==> src/rtl/uart_receiver.sv <==
// UART receive engine: two-flop synchroniser on rx_pin, start-bit
// validation at mid-bit, BIT_WIDTH data samples, optional parity and a stop
// check. One word is held behind a rx_valid/read handshake, with a sticky
// overrun flag when a finished frame finds the holding register still full.
// Assumes BIT_WIDTH >= 2 and CLKS_PER_BIT >= 2.
module uart_receiver #(
    parameter int unsigned CLK_FREQ   = 50000000,
    parameter int unsigned BAUD_RATE  = 9600,
    parameter int unsigned BIT_WIDTH  = 8,
    parameter logic        START_BIT  = 1'b0,
    parameter bit          LSB_TO_MSB = 1'b1,
    parameter int unsigned PARITY_SEL = 0
) (
    input  logic                 clk,
    input  logic                 rst,
    input  logic                 rx_pin,
    input  logic                 read,
    output logic [BIT_WIDTH-1:0] rx_reg,
    output logic                 rx_valid,
    output logic                 busy,
    output logic                 parity_err,
    output logic                 frame_err,
    output logic                 overrun
);

    localparam int unsigned CLKS_PER_BIT = CLK_FREQ / BAUD_RATE;
    localparam int unsigned HALF         = CLKS_PER_BIT / 2;
    localparam int unsigned CNT_W        = (CLKS_PER_BIT > 1) ? $clog2(CLKS_PER_BIT) : 1;
    localparam int unsigned IDX_W        = $clog2(BIT_WIDTH + 1);

    localparam logic             IDLE_LVL = ~START_BIT;
    localparam logic             PAR_ODD  = (PARITY_SEL == 2);
    localparam logic             HAS_PAR  = (PARITY_SEL != 0);
    localparam logic [CNT_W-1:0] CNT_LAST = CNT_W'(CLKS_PER_BIT - 1);
    localparam logic [CNT_W-1:0] CNT_HALF = CNT_W'(HALF - 1);
    localparam logic [IDX_W-1:0] IDX_LAST = IDX_W'(BIT_WIDTH - 1);

    typedef enum logic [2:0] {
        IDLE,
        START,
        DATA,
        PARITY,
        STOP,
        WAIT_IDLE
    } state_t;

    state_t               state;
    logic [CNT_W-1:0]     cnt;
    logic [IDX_W-1:0]     bit_idx;
    logic [BIT_WIDTH-1:0] shift;
    logic [BIT_WIDTH-1:0] shift_in;
    logic                 par_acc;
    logic                 par_bad;
    logic                 rx_meta;
    logic                 rx_s;

    // Two-flop synchroniser, preset to the idle line level.
    always_ff @(posedge clk) begin
        if (!rst) begin
            rx_meta <= IDLE_LVL;
            rx_s    <= IDLE_LVL;
        end else begin
            rx_meta <= rx_pin;
            rx_s    <= rx_meta;
        end
    end

    // Next shift-register value: after BIT_WIDTH shifts the first bit sits
    // at bit 0 (LSB first) or at the top bit (MSB first).
    always_comb begin
        shift_in = shift;
        if (LSB_TO_MSB)
            shift_in = {rx_s, shift[BIT_WIDTH-1:1]};
        else
            shift_in = {shift[BIT_WIDTH-2:0], rx_s};
    end

    // Receive FSM, handshake and all registered outputs.
    always_ff @(posedge clk) begin
        if (!rst) begin
            state      <= IDLE;
            cnt        <= '0;
            bit_idx    <= '0;
            shift      <= '0;
            par_acc    <= 1'b0;
            par_bad    <= 1'b0;
            rx_reg     <= '0;
            rx_valid   <= 1'b0;
            busy       <= 1'b0;
            parity_err <= 1'b0;
            frame_err  <= 1'b0;
            overrun    <= 1'b0;
        end else begin
            // Consuming a word clears overrun with it; a completion later in
            // this block may re-assert rx_valid in the same cycle.
            if (rx_valid && read) begin
                rx_valid <= 1'b0;
                overrun  <= 1'b0;
            end

            case (state)
                IDLE: begin
                    cnt <= '0;
                    if (rx_s == START_BIT) begin
                        state <= START;
                        busy  <= 1'b1;
                    end
                end

                START: begin
                    if (cnt == CNT_HALF) begin
                        cnt <= '0;
                        if (rx_s == START_BIT) begin
                            state   <= DATA;
                            bit_idx <= '0;
                            par_acc <= 1'b0;
                            par_bad <= 1'b0;
                        end else begin
                            state <= IDLE;
                            busy  <= 1'b0;
                        end
                    end else begin
                        cnt <= cnt + 1'b1;
                    end
                end

                DATA: begin
                    if (cnt == CNT_LAST) begin
                        cnt     <= '0;
                        shift   <= shift_in;
                        par_acc <= par_acc ^ rx_s;
                        if (bit_idx == IDX_LAST)
                            state <= HAS_PAR ? PARITY : STOP;
                        else
                            bit_idx <= bit_idx + 1'b1;
                    end else begin
                        cnt <= cnt + 1'b1;
                    end
                end

                PARITY: begin
                    if (cnt == CNT_LAST) begin
                        cnt     <= '0;
                        par_bad <= ((par_acc ^ rx_s) != PAR_ODD);
                        state   <= STOP;
                    end else begin
                        cnt <= cnt + 1'b1;
                    end
                end

                STOP: begin
                    if (cnt == CNT_LAST) begin
                        cnt <= '0;
                        if (!rx_valid || read) begin
                            rx_reg     <= shift;
                            parity_err <= par_bad;
                            frame_err  <= (rx_s != IDLE_LVL);
                            rx_valid   <= 1'b1;
                        end else begin
                            overrun <= 1'b1;
                        end
                        if (rx_s == IDLE_LVL) begin
                            state <= IDLE;
                            busy  <= 1'b0;
                        end else begin
                            state <= WAIT_IDLE;
                        end
                    end else begin
                        cnt <= cnt + 1'b1;
                    end
                end

                WAIT_IDLE: begin
                    cnt <= '0;
                    if (rx_s == IDLE_LVL) begin
                        state <= IDLE;
                        busy  <= 1'b0;
                    end
                end

                default: begin
                    state <= IDLE;
                    cnt   <= '0;
                    busy  <= 1'b0;
                end
            endcase
        end
    end

endmodule

==> config.mk <==
export PLATFORM = sky130hd
export DESIGN_NAME = uart_receiver
export DESIGN_NICKNAME = d
export VERILOG_FILES = /design/src/rtl/uart_receiver.sv
export SDC_FILE = /design/constraint.sdc
export NUM_CORES = 1
export LEC_CHECK = 0
export BUFFER_PORTS_ARGS = -buffer_cell sky130_fd_sc_hd__buf_2
export CAP_MARGIN = 20
export CORE_ASPECT_RATIO = 0.8
export CORE_MARGIN = 3
export CORE_UTILIZATION = 31
export DETAILED_ROUTE_END_ITERATION = 16
export GPL_ROUTABILITY_DRIVEN = 0
export HOLD_SLACK_MARGIN = 0.08
export SYNTH_ARGS = -nofsm -noshare
export SYNTH_HDL_FRONTEND = slang
export SYNTH_SLANG_ARGS = --single-unit
==> constraint.sdc <==
create_clock -name clk -period 2.59 [get_ports clk]
set_input_delay 0.1295 -clock clk [delete_from_list [all_inputs] [get_ports clk]]
set_output_delay 0.1295 -clock clk [all_outputs]
set_load 0.02 [all_outputs]
## Word-level counts from Yosys, hierarchy flattened

Cells that the tools add are included.

- Input bits: 4
- Flip-flop bits (word level): 45
- Word-level logic and storage cells: 87

- Bitwise logic cells: 3
- Equality and inequality tests: 17
- Reduce and logical (&&, ||, !) cells: 15
- $add $sub $neg: 2
- Mux-type cells: 36

Operator list:

| kind | count |
|---|---|
| 2-to-1 mux 13 bit | 2 |
| case mux 13 bit (2 select lines) | 1 |
| 2-to-1 mux 3 bit | 8 |
| != test 2 bit, second input constant | 9 |
| case mux 3 bit (6 select lines) | 1 |
| 2-to-1 mux 4 bit | 4 |
| 2-to-1 mux 1 bit | 15 |
| adder 13 x 1 -> 13 bit, second input constant | 1 |
| equality test 13 x 12 -> 1 bit, second input constant | 1 |
| equality test 13 bit, second input constant | 1 |
| AND reduction 4 bit | 3 |
| case mux 4 bit (2 select lines) | 1 |
| AND reduction 7 bit | 1 |
| equality test 3 x 2 -> 1 bit, second input constant | 2 |
| equality test 3 bit, second input constant | 2 |
| case mux 1 bit (5 select lines) | 1 |
| AND reduction 5 bit | 1 |
| adder 4 x 1 -> 4 bit, second input constant | 1 |
| equality test 4 x 3 -> 1 bit, second input constant | 1 |
| case mux 1 bit (2 select lines) | 2 |
| nonzero test 2 bit | 2 |
| equality test 3 x 1 -> 1 bit, second input constant | 1 |
| zero test 3 bit | 1 |
| AND reduction 3 bit | 1 |
| 9 further kinds | 10 |

## Longest topological paths before layout

- Word-level depth: 5
- Gate-level depth with buffers: 7
- Mapped depth without buffers: 6

## Worst setup path before layout

No wires, ideal clock.

- Path type: register to register
- Start point: register state[1]
- End point: register bit_idx[3]
- Setup slack: 0.718 ns
- Period minus slack after synthesis: 1.872 ns
- Arrival time: 1.802 ns
- Cell stages (with the launch flop): 7
- Cells stage by stage: dfxtp_1 or3b_1 buf_2 o21bai_2 a21bo_2 or4b_1 a21oi_1

- Cells in the longest elaborated chain, start to end: 3

Ends and longest elaborated chain:

| element | RTL line | text |
|---|---|---|
| start, declared | 47 | `state_t state;` |
| start signal, assigned | 133 | `state <= HAS_PAR ? PARITY : STOP;` |
| equality test 3 x 2 -> 1 bit or equality test 3 x 1 -> 1 bit (tied branches) | 101 | `case (state)` |
| != test 2 bit (no line) or nonzero test 2 bit (tied branches) | -- |  |
| AND reduction 5 bit (no line) | -- |  |
| end signal, assigned | 135 | `bit_idx <= bit_idx + 1'b1;` |
| end, declared | 49 | `logic [IDX_W-1:0] bit_idx;` |

Parallel ways exist; a longest one is shown, timed or not.
A chain may end at the register's enable or synchronous reset.

## Worst setup path after layout

Same ends and word-level chain as after synthesis.

==> results.toml <==
[global_routing]
grt_pass1_vias = 1493
globalRoute.totalOverflow = 0
initial_antenna_violation_count = 0
track_usage = 0.118
grt_pass1_wl_um = 7100
grt_start_max_net_pins = 25

[routing]
route.layer.met1.wl_um = 2150
vias = 1609
route.met3.wl_um = 142
post_drt_wl_per_cell_um = 12.0
dr.first_iter.drc_count = 79
routed_wl_um = 3990
drt-pass1-iter-count = 4
route.antenna.remaining_nets = 0
avgViaCountPerCell = 4.85
residual_drc = 0
highest_layer = "met4"
met2_wirelength_um = 1640

[hold_path]
hold_crit_start = "rx_meta"
hold_path_class = "flip-flop to flip-flop"

[cells_and_area]
sequential_cell_area_um2 = 901
fraction_of_final_layout_cells_with_drive_strength_greater_than_1 = 0.143
n_fill_cell = 636
syn2layout_area_growth_pct = 15.8
largest_register_ff_count = 13
antennaDiodeCount = 0
mostFrequentLayoutCell = "dfxtp_1"
nNetsFinal = 256
most-common-layout-cells = "45 x dfxtp_1, 36 x nor2_1, 25 x nand2_1"
multiInputGateArea_um2 = 1020

[power_and_ir_drop]
p_per_area_nw_per_um2 = 563
net_sw_frac = 0.222
switching_power_uw = 288
vdd.ir_drop.worst_uv = 354
power.internal_mw = 1.01
power_frac_comb = 0.046
leakage_nw = 0.823
pwr-share-clk = 0.410
seq_power_share = 0.544
power_total_mw = 1.30

[timing]
final_max_slew_viol_count = 0
hold_violations = 0
holdWs_ns = 0.415
final.setup.worst_slack_ns = 0.395
tightestPinTransition_ns = 0.527
setup-tns-final_ns = 0
min_period_over_period = 0.848
max-slew-margin-rel = 0.648
fin_skew_ns = 0.00757
setup_violations = 0
grt_setup_unrepaired = "false"
fin_crit_ns = 2.20
max_clock_freq_mhz = 456

[floorplanning]
dieArea_um2 = 7420
die_width_um = 95.6
die_height_um = 77.7
rows = 25
placeableCoreArea_um2 = 6070
design.portCount = 17
initial_utilization = 0.328

[critical_path]
worst-setup-path-type = "flip-flop to flip-flop"
regToRegStartpoint = "state[1]"
worstPathMaxFanout = 12
worstSetupStartpointType = "flip-flop"
critPathCaptureType = "flip-flop"
required_ns = 2.82
critPathLaunch = "state[1]"
critPathArrivalTime_ns = 2.42

[clock_tree]
clock_insertion_delay_worst_skew_ns = 0.30
post_cts.repair.setup_buffers = 0
clock_tree.htree_level_count = 2
clockBufferDepth = 2
tritoncts = "done"
cts.clk_slew.worst_paths_ns = 0.08
cts_num_sinks = 45
cts_buffers = 5
cts_hold_repair.buffers = 4
ctsResizeCount = 0
clock-root-buffer = "clkbuf_8"

[placed_design]
dp_hpwl_um = 2740
buffer_ports.inserted = 16
pre_cts_slack_ns = 0.432

[synthesis]
seq_area_frac_synth = 0.453
ys_ff_latch = 45
synth-edff-count = 0
synth-main-ff-cell = "dfxtp_1"
synthDominantCellAreaShare = 0.453
synth_warnings = 0
post_synth.cell_area_avg_um2 = 8.62
postSynthNetCount = 237
async_flop_share = 0
ys_types = 42
synthDominantAreaCellType = "dfxtp_1"
synthesis.instances = 231
synthTopCellsByArea = "dfxtp_1 45%, nor2_1 6.8%, a21oi_1 5.0%, mux2i_1 5.0%, nand2_1 4.7%"
netlist_area_um2 = 1990

[status]
status = "finished clean"

[job]
max_cap_viol_count = 0
[logic make-up after synthesis]
kind of cell | synth area share
AOI/OAI and AO/OA | 0.121
buffers and inverters | 0.0365
adders and majority gates | 0.0126
DFF | 0.453
and+or+nand+nor | 0.275
xor gates and xnor gates | 0.0528
muxes | 0.0503
[metal layers]
| metal | global-route usage | up-vias |
|---|---|---|
| met5 | 0 | - |
| met4 | 0.0384 | 0 |
| met3 | 0.0320 | 6 |
| met2 | 0.164 | 32 |
| met1 | 0.175 | 733 |
| li1 | - | 838 |
[worst paths after layout]
kind	cells after the start	to	slack [ns]
setup / recovery	5	bit_idx[3]	0.39
hold / removal	1	rx_s	0.42
setup reg to reg	5	bit_idx[3]	0.39
hold reg to reg	1	rx_s	0.42
[power by group through the flow]
| stage | clock (mW) | sequential [mW] | combinational [mW] |
|---|---|---|---|
| after floorplan | 0 | 0.717 | 0.0455 |
| after global placement | 0 | 0.722 | 0.0544 |
| after detailed placement | 0 | 0.722 | 0.0544 |
| after CTS | 0.557 | 0.706 | 0.0592 |
| after global routing | 0.580 | 0.707 | 0.0675 |
| final | 0.532 | 0.706 | 0.0598 |
[stage by stage]
stage | area [um2] | util | cells
after floorplan | 1990 | - | 231
after global placement | 2150 | 0.355 | 320
after detailed placement | 2150 | 0.355 | 320
after CTS | 2310 | 0.380 | 332
after global routing | 2310 | 0.380 | 332
final | 2310 | 0.380 | 332
[worst max-delay path: stages, from the launching register on]
cell and delay (ns):
dfxtp_1 0.55, or3b_1 0.50, o21bai_2 0.18, a21bo_2 0.27, or4b_1 0.50, a21oi_1 0.14
[cell usage after synthesis (all sizes together) (2+ instances only)]
| cell type | instances |
|---|---|
| o221a | 2 |
| clkbuf | 5 |
| and3 | 4 |
| nor2 | 36 |
| and2 | 2 |
| nor4b | 3 |
| nand2 | 25 |
| o21ai | 7 |
| nand2b | 4 |
| dfxtp | 45 |
| xor2 | 7 |
| and4 | 4 |
| nor2b | 2 |
| buf | 7 |
| a21bo | 2 |
| a31oi | 2 |
| inv | 4 |
| nand3 | 5 |
| or3b | 2 |
| and3b | 2 |
| xnor2 | 5 |
| ha | 2 |
| a21oi | 20 |
| mux2i | 10 |
| nor3b | 2 |
| nor3 | 4 |
| nand4 | 5 |
[layout make-up]
cell class	count	share of cell area
Multi-Input combinational cell	169	0.443
Sequential cell	45	0.391
Timing Repair Buffer	24	0.0651
Tap cell	81	0.0440
Clock buffer	5	0.0298
Clock inverter	3	0.0190
Inverter	5	0.00814
Note: power is estimated with default switching activity, not from simulation.
